`src/rtl/accumulator_controller.sv`:
```
// accumulator_controller
//   Sequences an external WIDTH-bit accumulator register. One command is taken
//   per valid/ready handshake. The next accumulator value is computed from acc_q
//   and the operand and driven onto acc_data, which the register loads on every
//   clock edge. ALU ops finish in one cycle. MUL is an 8-step shift-add.
//   C/Z/V flags are registered alongside the result.
//   Optional feature: define ACCUMULATOR_CONTROLLER_SAT_EN for saturating
//   ADD/SUB/MUL. Flags always come from the unsaturated result.
module accumulator_controller #(
  parameter int WIDTH     = 8,
  parameter int MUL_STEPS = 8
) (
  input  logic             clk,
  input  logic             nReset,
  input  logic             cmd_valid,
  output logic             cmd_ready,
  input  logic [3:0]       cmd_op,
  input  logic [WIDTH-1:0] cmd_operand,
  input  logic [WIDTH-1:0] acc_q,
  output logic [WIDTH-1:0] acc_data,
  output logic             busy,
  output logic             done,
  output logic             flag_c,
  output logic             flag_z,
  output logic             flag_v
);

  localparam int STEP_W = (MUL_STEPS > 1) ? $clog2(MUL_STEPS) : 1;
  localparam logic [STEP_W-1:0] LAST_STEP = STEP_W'(MUL_STEPS - 1);

  typedef enum logic [3:0] {
    OP_NOP  = 4'd0,
    OP_LOAD = 4'd1,
    OP_ADD  = 4'd2,
    OP_SUB  = 4'd3,
    OP_AND  = 4'd4,
    OP_OR   = 4'd5,
    OP_XOR  = 4'd6,
    OP_SHL  = 4'd7,
    OP_SHR  = 4'd8,
    OP_MUL  = 4'd9,
    OP_CLR  = 4'd10
  } op_e;

  typedef enum logic {
    S_IDLE = 1'b0,
    S_MUL  = 1'b1
  } state_e;

  state_e             state_q, state_d;
  logic               started_q;
  logic [WIDTH-1:0]   m_q, m_d;
  logic [WIDTH-1:0]   b_q, b_d;
  logic [STEP_W-1:0]  step_q, step_d;
  logic               sticky_q, sticky_d;
  logic               done_q, done_d;
  logic               c_q, c_d;
  logic               z_q, z_d;
  logic               v_q, v_d;

  logic               accept;
  logic [WIDTH:0]     add_ext;
  logic [WIDTH:0]     sub_ext;
  logic               add_v;
  logic               sub_v;
  logic [2*WIDTH-1:0] mul_addend;
  logic [2*WIDTH-1:0] mul_sum;
  logic               mul_lost;

  // started_q holds cmd_ready low (and acc_data at zero) until the first edge after reset.
  assign cmd_ready = started_q && (state_q == S_IDLE);
  assign busy      = (state_q == S_MUL);
  assign done      = done_q;
  assign flag_c    = c_q;
  assign flag_z    = z_q;
  assign flag_v    = v_q;
  assign accept    = cmd_valid && cmd_ready;

  // Arithmetic in WIDTH+1 bits so the top bit is the carry-out or the borrow (B > A).
  assign add_ext = {1'b0, acc_q} + {1'b0, cmd_operand};
  assign sub_ext = {1'b0, acc_q} - {1'b0, cmd_operand};
  assign add_v   = (acc_q[WIDTH-1] == cmd_operand[WIDTH-1]) &&
                   (add_ext[WIDTH-1] != acc_q[WIDTH-1]);
  assign sub_v   = (acc_q[WIDTH-1] != cmd_operand[WIDTH-1]) &&
                   (sub_ext[WIDTH-1] != acc_q[WIDTH-1]);

  // One multiply step runs in double width. Any bit above WIDTH is product lost to truncation.
  assign mul_addend = b_q[step_q] ? ({{WIDTH{1'b0}}, m_q} << step_q) : '0;
  assign mul_sum    = {{WIDTH{1'b0}}, acc_q} + mul_addend;
  assign mul_lost   = |mul_sum[2*WIDTH-1:WIDTH];

  // Next-state, next-accumulator and flag logic.
  always_comb begin
    // NOTE: every output of this block is defaulted first so no path infers a latch.
    state_d  = state_q;
    m_d      = m_q;
    b_d      = b_q;
    step_d   = step_q;
    sticky_d = sticky_q;
    done_d   = 1'b0;
    c_d      = c_q;
    z_d      = z_q;
    v_d      = v_q;
    acc_data = acc_q;

    if (!started_q) begin
      acc_data = '0;
    end else begin
      case (state_q)
        S_IDLE: begin
          if (accept) begin
            done_d = 1'b1;
            case (cmd_op)
              OP_LOAD: begin
                acc_data = cmd_operand;
                c_d = 1'b0;
                v_d = 1'b0;
                z_d = (cmd_operand == '0);
              end
              OP_ADD: begin
                acc_data = add_ext[WIDTH-1:0];
`ifdef ACCUMULATOR_CONTROLLER_SAT_EN
                if (add_ext[WIDTH]) acc_data = '1;
`endif
                c_d = add_ext[WIDTH];
                v_d = add_v;
                z_d = (add_ext[WIDTH-1:0] == '0);
              end
              OP_SUB: begin
                acc_data = sub_ext[WIDTH-1:0];
`ifdef ACCUMULATOR_CONTROLLER_SAT_EN
                if (sub_ext[WIDTH]) acc_data = '0;
`endif
                c_d = sub_ext[WIDTH];
                v_d = sub_v;
                z_d = (sub_ext[WIDTH-1:0] == '0);
              end
              OP_AND: begin
                acc_data = acc_q & cmd_operand;
                c_d = 1'b0;
                v_d = 1'b0;
                z_d = ((acc_q & cmd_operand) == '0);
              end
              OP_OR: begin
                acc_data = acc_q | cmd_operand;
                c_d = 1'b0;
                v_d = 1'b0;
                z_d = ((acc_q | cmd_operand) == '0);
              end
              OP_XOR: begin
                acc_data = acc_q ^ cmd_operand;
                c_d = 1'b0;
                v_d = 1'b0;
                z_d = ((acc_q ^ cmd_operand) == '0);
              end
              OP_SHL: begin
                acc_data = {acc_q[WIDTH-2:0], 1'b0};
                c_d = acc_q[WIDTH-1];
                v_d = 1'b0;
                z_d = (acc_q[WIDTH-2:0] == '0);
              end
              OP_SHR: begin
                acc_data = {1'b0, acc_q[WIDTH-1:1]};
                c_d = acc_q[0];
                v_d = 1'b0;
                z_d = (acc_q[WIDTH-1:1] == '0);
              end
              OP_MUL: begin
                acc_data = '0;
                m_d      = acc_q;
                b_d      = cmd_operand;
                step_d   = '0;
                sticky_d = 1'b0;
                state_d  = S_MUL;
                done_d   = 1'b0;
              end
              OP_CLR: begin
                acc_data = '0;
                c_d = 1'b0;
                v_d = 1'b0;
                z_d = 1'b1;
              end
              default: begin
                // NOP and illegal opcodes: the accumulator holds and C/V keep their values.
                // Z is refreshed from the held value. This matches its previous value
                // except straight after reset, where the accumulator is 0 but Z was cleared.
                z_d = (acc_q == '0);
              end
            endcase
          end
        end
        S_MUL: begin
          acc_data = mul_sum[WIDTH-1:0];
          sticky_d = sticky_q | mul_lost;
          step_d   = step_q + 1'b1;
          if (step_q == LAST_STEP) begin
            state_d = S_IDLE;
            done_d  = 1'b1;
            c_d     = sticky_d;
            v_d     = sticky_d;
            z_d     = (mul_sum[WIDTH-1:0] == '0);
`ifdef ACCUMULATOR_CONTROLLER_SAT_EN
            if (sticky_d) acc_data = '1;
`endif
          end
        end
        default: state_d = S_IDLE;
      endcase
    end
  end

  // State, multiply context, done pulse and flag registers.
  always_ff @(posedge clk or negedge nReset) begin
    if (!nReset) begin
      state_q   <= S_IDLE;
      started_q <= 1'b0;
      m_q       <= '0;
      b_q       <= '0;
      step_q    <= '0;
      sticky_q  <= 1'b0;
      done_q    <= 1'b0;
      c_q       <= 1'b0;
      z_q       <= 1'b0;
      v_q       <= 1'b0;
    end else begin
      // NOTE: non-blocking updates let every register sample the pre-edge values together.
      state_q   <= state_d;
      started_q <= 1'b1;
      m_q       <= m_d;
      b_q       <= b_d;
      step_q    <= step_d;
      sticky_q  <= sticky_d;
      done_q    <= done_d;
      c_q       <= c_d;
      z_q       <= z_d;
      v_q       <= v_d;
    end
  end

endmodule

```
`config.mk`:
```
export PLATFORM = sky130hd
export DESIGN_NAME = accumulator_controller
export DESIGN_NICKNAME = d
export VERILOG_FILES = /design/src/rtl/accumulator_controller.sv
export SDC_FILE = /design/constraint.sdc
export NUM_CORES = 1
export LEC_CHECK = 0
export ABC_AREA = 1
export BUFFER_PORTS_ARGS = -buffer_cell sky130_fd_sc_hd__buf_2
export CORE_MARGIN = 10
export CORE_UTILIZATION = 35
export DETAILED_ROUTE_END_ITERATION = 16
export GPL_TIMING_DRIVEN = 1
export SLEW_MARGIN = 20
export SYNTH_ARGS = -nofsm -noshare
export SYNTH_HDL_FRONTEND = slang
export SYNTH_SLANG_ARGS = --single-unit
export TNS_END_PERCENT = 30
```
`constraint.sdc`:
```
create_clock -name clk -period 4.6 [get_ports clk]
set_input_delay 1.15 -clock clk [delete_from_list [all_inputs] [get_ports clk]]
set_output_delay 1.15 -clock clk [all_outputs]
set_load 0.01 [all_outputs]
```
==> results of run 1 <==
[worst min-delay path by stage]
stage	end	slack, ps	startpoint
final	b_q[2]	490	b_q[2]
after global routing	b_q[2]	530	b_q[2]
after CTS	b_q[7]	500	b_q[7]
after detailed placement	b_q[7]	470	b_q[7]
after global placement	b_q[1]	470	b_q[1]
after floorplan	b_q[1]	450	b_q[1]
[area by class of cell]
| type | instances | share of cell area |
|---|---|---|
| clock inverter | 1 | 0.00733 |
| sequential | 26 | 0.159 |
| inverter | 84 | 0.0775 |
| timing repair buffer | 47 | 0.0641 |
| tap | 136 | 0.0415 |
| multi-input combinational | 483 | 0.640 |
| clock buffer | 3 | 0.0101 |
[cell families after synthesis]
| kind of cell | Yosys count | share of synthesized area |
|---|---|---|
| adder cells (fa/ha/maj) | 38 | 0.136 |
| buffers and inverters | 96 | 0.108 |
| multiplexers | 1 | 0.00273 |
| XOR/XNOR | 7 | 0.0167 |
| flip-flops | 26 | 0.178 |
| other | 1 | 0.00102 |
| AND/OR/NAND/NOR | 319 | 0.372 |
| AO/OA/AOI/OAI | 117 | 0.186 |
[cells in the mapped netlist (3+ instances only)]
master | instances | share of area
ha_1 | 35 | 0.12
xnor2_1 | 4 | 0.0096
xor2_1 | 3 | 0.0072
o22ai_1 | 13 | 0.022
a21oi_1 | 31 | 0.042
buf_6 | 3 | 0.0092
nor2_1 | 61 | 0.062
nand2_2 | 6 | 0.010
nand3_1 | 43 | 0.059
o2111ai_1 | 3 | 0.0072
o21ai_2 | 4 | 0.0096
o21ai_1 | 6 | 0.0082
a21oi_2 | 4 | 0.0096
nand4_1 | 13 | 0.022
nor2_4 | 3 | 0.0092
nand2_1 | 178 | 0.18
clkbuf_1 | 4 | 0.0041
o211ai_1 | 5 | 0.010
nor3_1 | 7 | 0.0096
dfrtp_1 | 26 | 0.18
buf_2 | 4 | 0.0055
o21ai_0 | 41 | 0.056
fa_1 | 3 | 0.016
inv_1 | 80 | 0.082
[stage by stage]
stage / instances / setup slack (ps) / cell area (µm²) / hold WS (ps)
floorplan: 605 / 862 / 3660 / 448
global placement: 776 / 243 / 4020 / 469
detailed placement: 776 / 237 / 4020 / 475
CTS: 780 / 232 / 4090 / 499
global route: 780 / 9.89 / 4100 / 534
finish: 780 / 136 / 4100 / 494
[power groups by stage]
| stage | clock [mW] | combinational [mW] | sequential [mW] |
|---|---|---|---|
| detailed placement | 0 | 0.919 | 0.389 |
| floorplan | 0 | 0.697 | 0.360 |
| CTS | 0.194 | 0.925 | 0.385 |
| global placement | 0 | 0.915 | 0.387 |
| global route | 0.202 | 1.06 | 0.397 |
| finish | 0.192 | 0.930 | 0.386 |
[state kept, by name, summed over array words and instances, names as in the netlist]
register	count
b_q	8
busy	1
done	1
flag_c	1
flag_v	1
flag_z	1
m_q	8
started_q	1
step_q	3
sticky_q	1
[layer usage]
layer,track usage,wire [µm],up-vias
li1,-,-,2063
met1,0.225,5840,1895
met2,0.283,5820,154
met3,0.0129,677,32
met4,0.0560,363,0
met5,0,0,-
[worst reg2reg max path, cell delays in order (launching register included)]
cell     delay (ps)
dfrtp_2         520
inv_2           190
nor2_1           70
o21ai_1          70
nand2_1          80
nand2_2         140
nor2_1           80
ha_1            220
fa_1            410
nand3_1          90
nand3_1         140
a21o_1          220
xnor2_1         230
nand2_1          80
nor2_1          120
nor2_1           50
a21oi_1         120
[what timing repair did]
item | CTS | global route
setup endpoints to repair | 0 | 3
resized for setup | 0 | 3
setup buffers | 0 | 0
==> metrics.md, run 1 <==
| Metric | Value |
|---|---|
| Status | `finished clean` |
| Hold Crit Class | `reg -> reg` |
| Switch Pwr | `around 0.77 mW` |
| Post-synthesis sequential element count | `26` |
| Most common cell after layout, fill and taps aside | `nand2_1` |
| Final min period | `4460 ps` |
| Core area | `0.0103 mm²` |
| TritonCTS clock tree | `done` |
| Share of cells above drive strength 1 | `0.120` |
| Grt ovf | `0` |
| WP buf/inv | `4` |
| Final period util | `0.971` |
| Largest stage delay, worst path | `about 500 ps` |
| Power Density | `368 mW/mm²` |
| Main synth FF type | `dfrtp_1` |
| Worst Setup End Kind | `output port` |
| Final setup viols | `0` |
| Most frequent cells in the layout | `nand2_1 (178), inv_1 (80), nor2_1 (61)` |
| Initial Utilization | `0.357` |
| Final hold vios | `0` |
| R2r endpoint | `flag_z` |
| Vias | `4144` |
| Vias per cell | `5.31` |
| Relative slew slack | `0.332` |
| WL final | `12.7 mm` |
| Drt wl/cell | `about 16 µm` |
| 1st-iter DRT viols | `406` |
| Sw frac | `0.509` |
| Layout area overhead | `11.8%` |
| Area of the mapped netlist | `roughly 0.0037 mm²` |
| F_max | `0.224 GHz` |
| Fin util | `0.399` |
| Final ANT Viol Nets | `0` |
| Flop pwr share | `0.256` |
| Register clock-pin slew on the reported worst setup and hold paths | `100 ps` |
| Delay-heaviest family, CP | `compound AO/OA/AOI/OAI gates` |
| Clock latency on the worst-skew pair | `about 280 ps` |
| CTS H-Tree Depth | `1` |
| Cts-stage hold buffer count | `0` |
| R2R depth | `16` |
| Slew Viols, Final | `0` |
| CP Class | `in -> out` |
| Worst ir drop on vdd | `0.152 mV` |
| Clock buffer depth | `2` |
| IO Pins | `37` |
| DRT Pass-1 Iters | `6` |
| WP data required | `3450 ps` |
| Worst-Margin Slew | `between 900 and 1000 ps` |
| TritonCTS Sinks | `26` |
| Worst path depth | `12` |
| Crit path launch | `acc_q[0]` |
| Row count | `37` |
| Routability congestion estimate from global placement | `roughly 1` |
| DIE WIDTH | `122 µm` |
| Pin count of the biggest net entering global routing | `36` |
| Remaining DRCs | `0` |
| Multi-input gate area | `0.00263 mm²` |
| Hold Crit Depth | `2` |
| Max Cap Viol | `0` |
| N_diodes | `0` |
| Most used cell, CP | `nand2_1` |
| Port Buf Inserts | `36` |
| Synth Net Count | `666` |
| Slowest cell on crit path | `o41ai_1` |
| CP Data Arrival Time | `3310 ps` |
| CP Max Fanout | `6` |
| CP Launch Type | `input port` |
| Final Power | `1.51 mW` |
| Initial antenna violation count | `0` |
| Synth warn | `0` |
| Die Height | `122 µm` |
| Reg2reg start | `step_q[1]` |
| Register area | `around 650 µm²` |
| First-pass GRT wire length | `20.4 mm` |
| Final-stage net count | `706` |
| RSZ-0062 raised after global routing | `no` |
| DP HPWL | `10.6 mm` |
| FILL cells | `1149` |
| CTS Buf Count | `3` |
| Setup crit end | `acc_data[2]` |
| Vias in the first global route | `roughly 4k` |
| Internal power | `0.741 mW` |
| Synth Area per Inst | `6.06 µm²` |
| Seq/Total Area, Yosys | `0.178` |
| Final Skew | `7.97 ps` |
| Clock power share | `0.127` |
| Cells after Synth | `605` |
| Synth cell types | `between 40 and 50` |
| Setup TNS | `0 ps` |
| Leakage | `2.20 nW` |
| CP cell instances | `buf_2 > inv_1 > ha_1 > inv_1 > fa_1 > nand2_1 > nand2_1 > nand2_1 > o211ai_1 > o41ai_1 > o21ai_1 > buf_2` |
| Clk root buf | `clkbuf_8` |
| Logic gate share of total power | `0.617` |
| R2R Setup Slk | `1710 ps` |
| Overall Global Routing Usage | `0.169` |
| Die area | `roughly 0.015 mm²` |
| Async S/R FF share, synth | `1.00` |
| Post-synth EDFFs | `0` |
Power figures use the tool's default switching activity.
==> inputs of run 2 (changes only) <==
- CORE_UTILIZATION: 35 -> 43
==> metrics.md, run 2 (synthesis gave the netlist of run 1 again) <==
| Metric | Value |
|---|---|
| CP Class | `in -> out` |
| Vias | `4138` |
| Routability congestion estimate from global placement | `0.967` |
| Most common cell after layout, fill and taps aside | `nand2_1` |
| Most frequent cells in the layout | `nand2_1 (178), inv_1 (80), nor2_1 (61)` |
| Final setup viols | `0` |
| Largest stage delay, worst path | `430 ps` |
| FILL cells | `945` |
| IO Pins | `37` |
| Most used cell, CP | `nand2_1` |
| Met2 Use GR | `0.336` |
| Max Cap Viol | `0` |
| 1st-iter DRT viols | `roughly 330` |
| Overall Global Routing Usage | `0.198` |
| CTS Buf Count | `3` |
| WP buf/inv | `5` |
| Layout area overhead | `10.3%` |
| Met3 GRT Util | `0.0117` |
| CP Max Fanout | `8` |
| Leakage | `2.19 nW` |
| Die area | `0.0126 mm²` |
| Share of cells above drive strength 1 | `0.114` |
| Final hold vios | `0` |
| Clock buffer depth | `2` |
| Final period util | `0.959` |
| Final ANT Viol Nets | `0` |
| N_diodes | `0` |
| Slew Viols, Final | `0` |
| Core area | `0.00826 mm²` |
| Hold Crit Class | `reg -> reg` |
| Delay-heaviest family, CP | `buffers and inverters` |
| WP data required | `3450 ps` |
| Fin area | `just over 0.004 mm²` |
| Most used routing layer | `met2` |
| Register clock-pin slew on the reported worst setup and hold paths | `~90 ps` |
| RSZ-0062 raised after global routing | `no` |
| DIE WIDTH | `112 µm` |
| Fin util | `0.489` |
| Clock latency on the worst-skew pair | `270 ps` |
| Setup ws final | `189 ps` |
| First-pass GRT wire length | `slightly above 20 mm` |
| Met1 Resource Use GR | `0.250` |
| Largest regs | `b_q: 8 flops, m_q: 8 flops, step_q: 3 flops` |
| Row count | `33` |
| Initial Utilization | `0.444` |
| WL final | `12.7 mm` |
| Port Buf Inserts | `36` |
| CP cell instances | `buf_2 > inv_1 > ha_2 > inv_1 > nand2_1 > nand2_1 > inv_1 > nand2_1 > nand2_1 > nand2_1 > nand2_1 > nand2_1 > o211ai_1 > o211ai_1 > o21ai_1 > buf_2` |
| Relative slew slack | `0.317` |
| CP Launch Type | `input port` |
| Slowest cell on crit path | `ha_2` |
| Pre-CTS WS | `~200 ps` |
| Clk root buf | `clkbuf_8` |
| DP HPWL | `~11 mm` |
| Die Height | `112 µm` |
| Remaining DRCs | `0` |
| Final min period | `4410 ps` |
| Worst Setup End Kind | `output port` |
| Status | `finished clean` |
| Final Skew | `3.08 ps` |
| Worst ir drop on vdd | `0.108 mV` |
| Power Density | `around 370 mW/mm²` |
| Initial antenna violation count | `0` |
| CP Data Arrival Time | `3260 ps` |
| Worst-Margin Slew | `1020 ps` |
| TritonCTS Sinks | `26` |
| Setup TNS | `0 ps` |
| Vias in the first global route | `4086` |
| F_max | `0.227 GHz` |
| Vias per cell | `5.54` |
| Pin count of the biggest net entering global routing | `36` |
| Post CTS Setup Buffer Count | `0` |
| CTS H-Tree Depth | `1` |
| DRT Pass-1 Iters | `6` |
| Post-DP Area | `0.00397 mm²` |
| Grt ovf | `0` |
| Drt wl/cell | `between 15 and 20 µm` |
| TritonCTS clock tree | `done` |
| Final-stage net count | `roughly 700` |
==> run 2: cell types whose count changed in the layout (fill, tap and decap cells not counted), sizes merged <==
| cell | before | now |
|---|---|---|
| buf | 47 | 45 |
==> run 2: timing repair <==
action / in CTS / in global routing
hold buffers: 0 / 0
hold endpoints to repair: 0 / 0
endpoints found under the setup margin: 0 / 1
resized for setup: 0 / 1
==> run 2: worst reg2reg max path, stage by stage, from the launching register on <==
cell and delay (ps):
dfrtp_1 570, inv_2 230, nor2_1 70, o21ai_1 70, nand2_1 80, nand2_2 130, nor2_1 80, ha_1 230
fa_1 410, nand3_1 90, nand3_1 140, a21o_1 220, xnor2_1 240, nand2_1 80, nor2_1 100, nor2_1 40
a21oi_1 130
==> run 2: cell type report <==
cell class / instances / area (µm²) / area share
Timing Repair Buffer: 45 / 248 / 0.0613
Sequential cell: 26 / 651 / 0.161
Clock inverter: 1 / 30.0 / 0.00743
Tap cell: 105 / 131 / 0.0325
Clock buffer: 3 / 41.3 / 0.0102
Inverter: 84 / 318 / 0.0786
Multi-Input combinational cell: 483 / 2620 / 0.649
==> run 2: per-layer routing <==
layer,vias to the layer above,share of wire
met2,167,0.48
met5,-,0
met3,45,0.060
met4,0,0.045
met1,1872,0.42
li1,2054,-
==> run 2: power breakdown <==
group	total, mW	internal, mW	switching [mW]
logic	0.928	0.321	0.607
registers	0.385	0.300	0.0848
clock network	0.193	0.116	0.0761
total	1.51	0.737	0.768
==> run 2: worst paths after layout <==
kind,startpoint,endpoint,slack [ps],cells after the start
setup reg to reg,step_q[1],flag_z,1620,16
hold / removal,b_q[7],b_q[7],490,2
hold reg to reg,b_q[7],b_q[7],490,2
min in group asynchronous,nReset,m_q[0],890,1
setup / recovery,acc_q[2],acc_data[7],190,16
max in group asynchronous,nReset,flag_z,3300,1
==> run 2: per-stage QoR <==
| stage | cells | total power, mW | hold slack, ps |
|---|---|---|---|
| after CTS | 747 | 1.51 | 491 |
| after floorplan | 605 | 1.06 | 448 |
| after detailed placement | 743 | 1.31 | 468 |
| after global placement | 743 | 1.30 | 462 |
| final | 747 | 1.51 | 489 |
| after global routing | 747 | 1.66 | 513 |
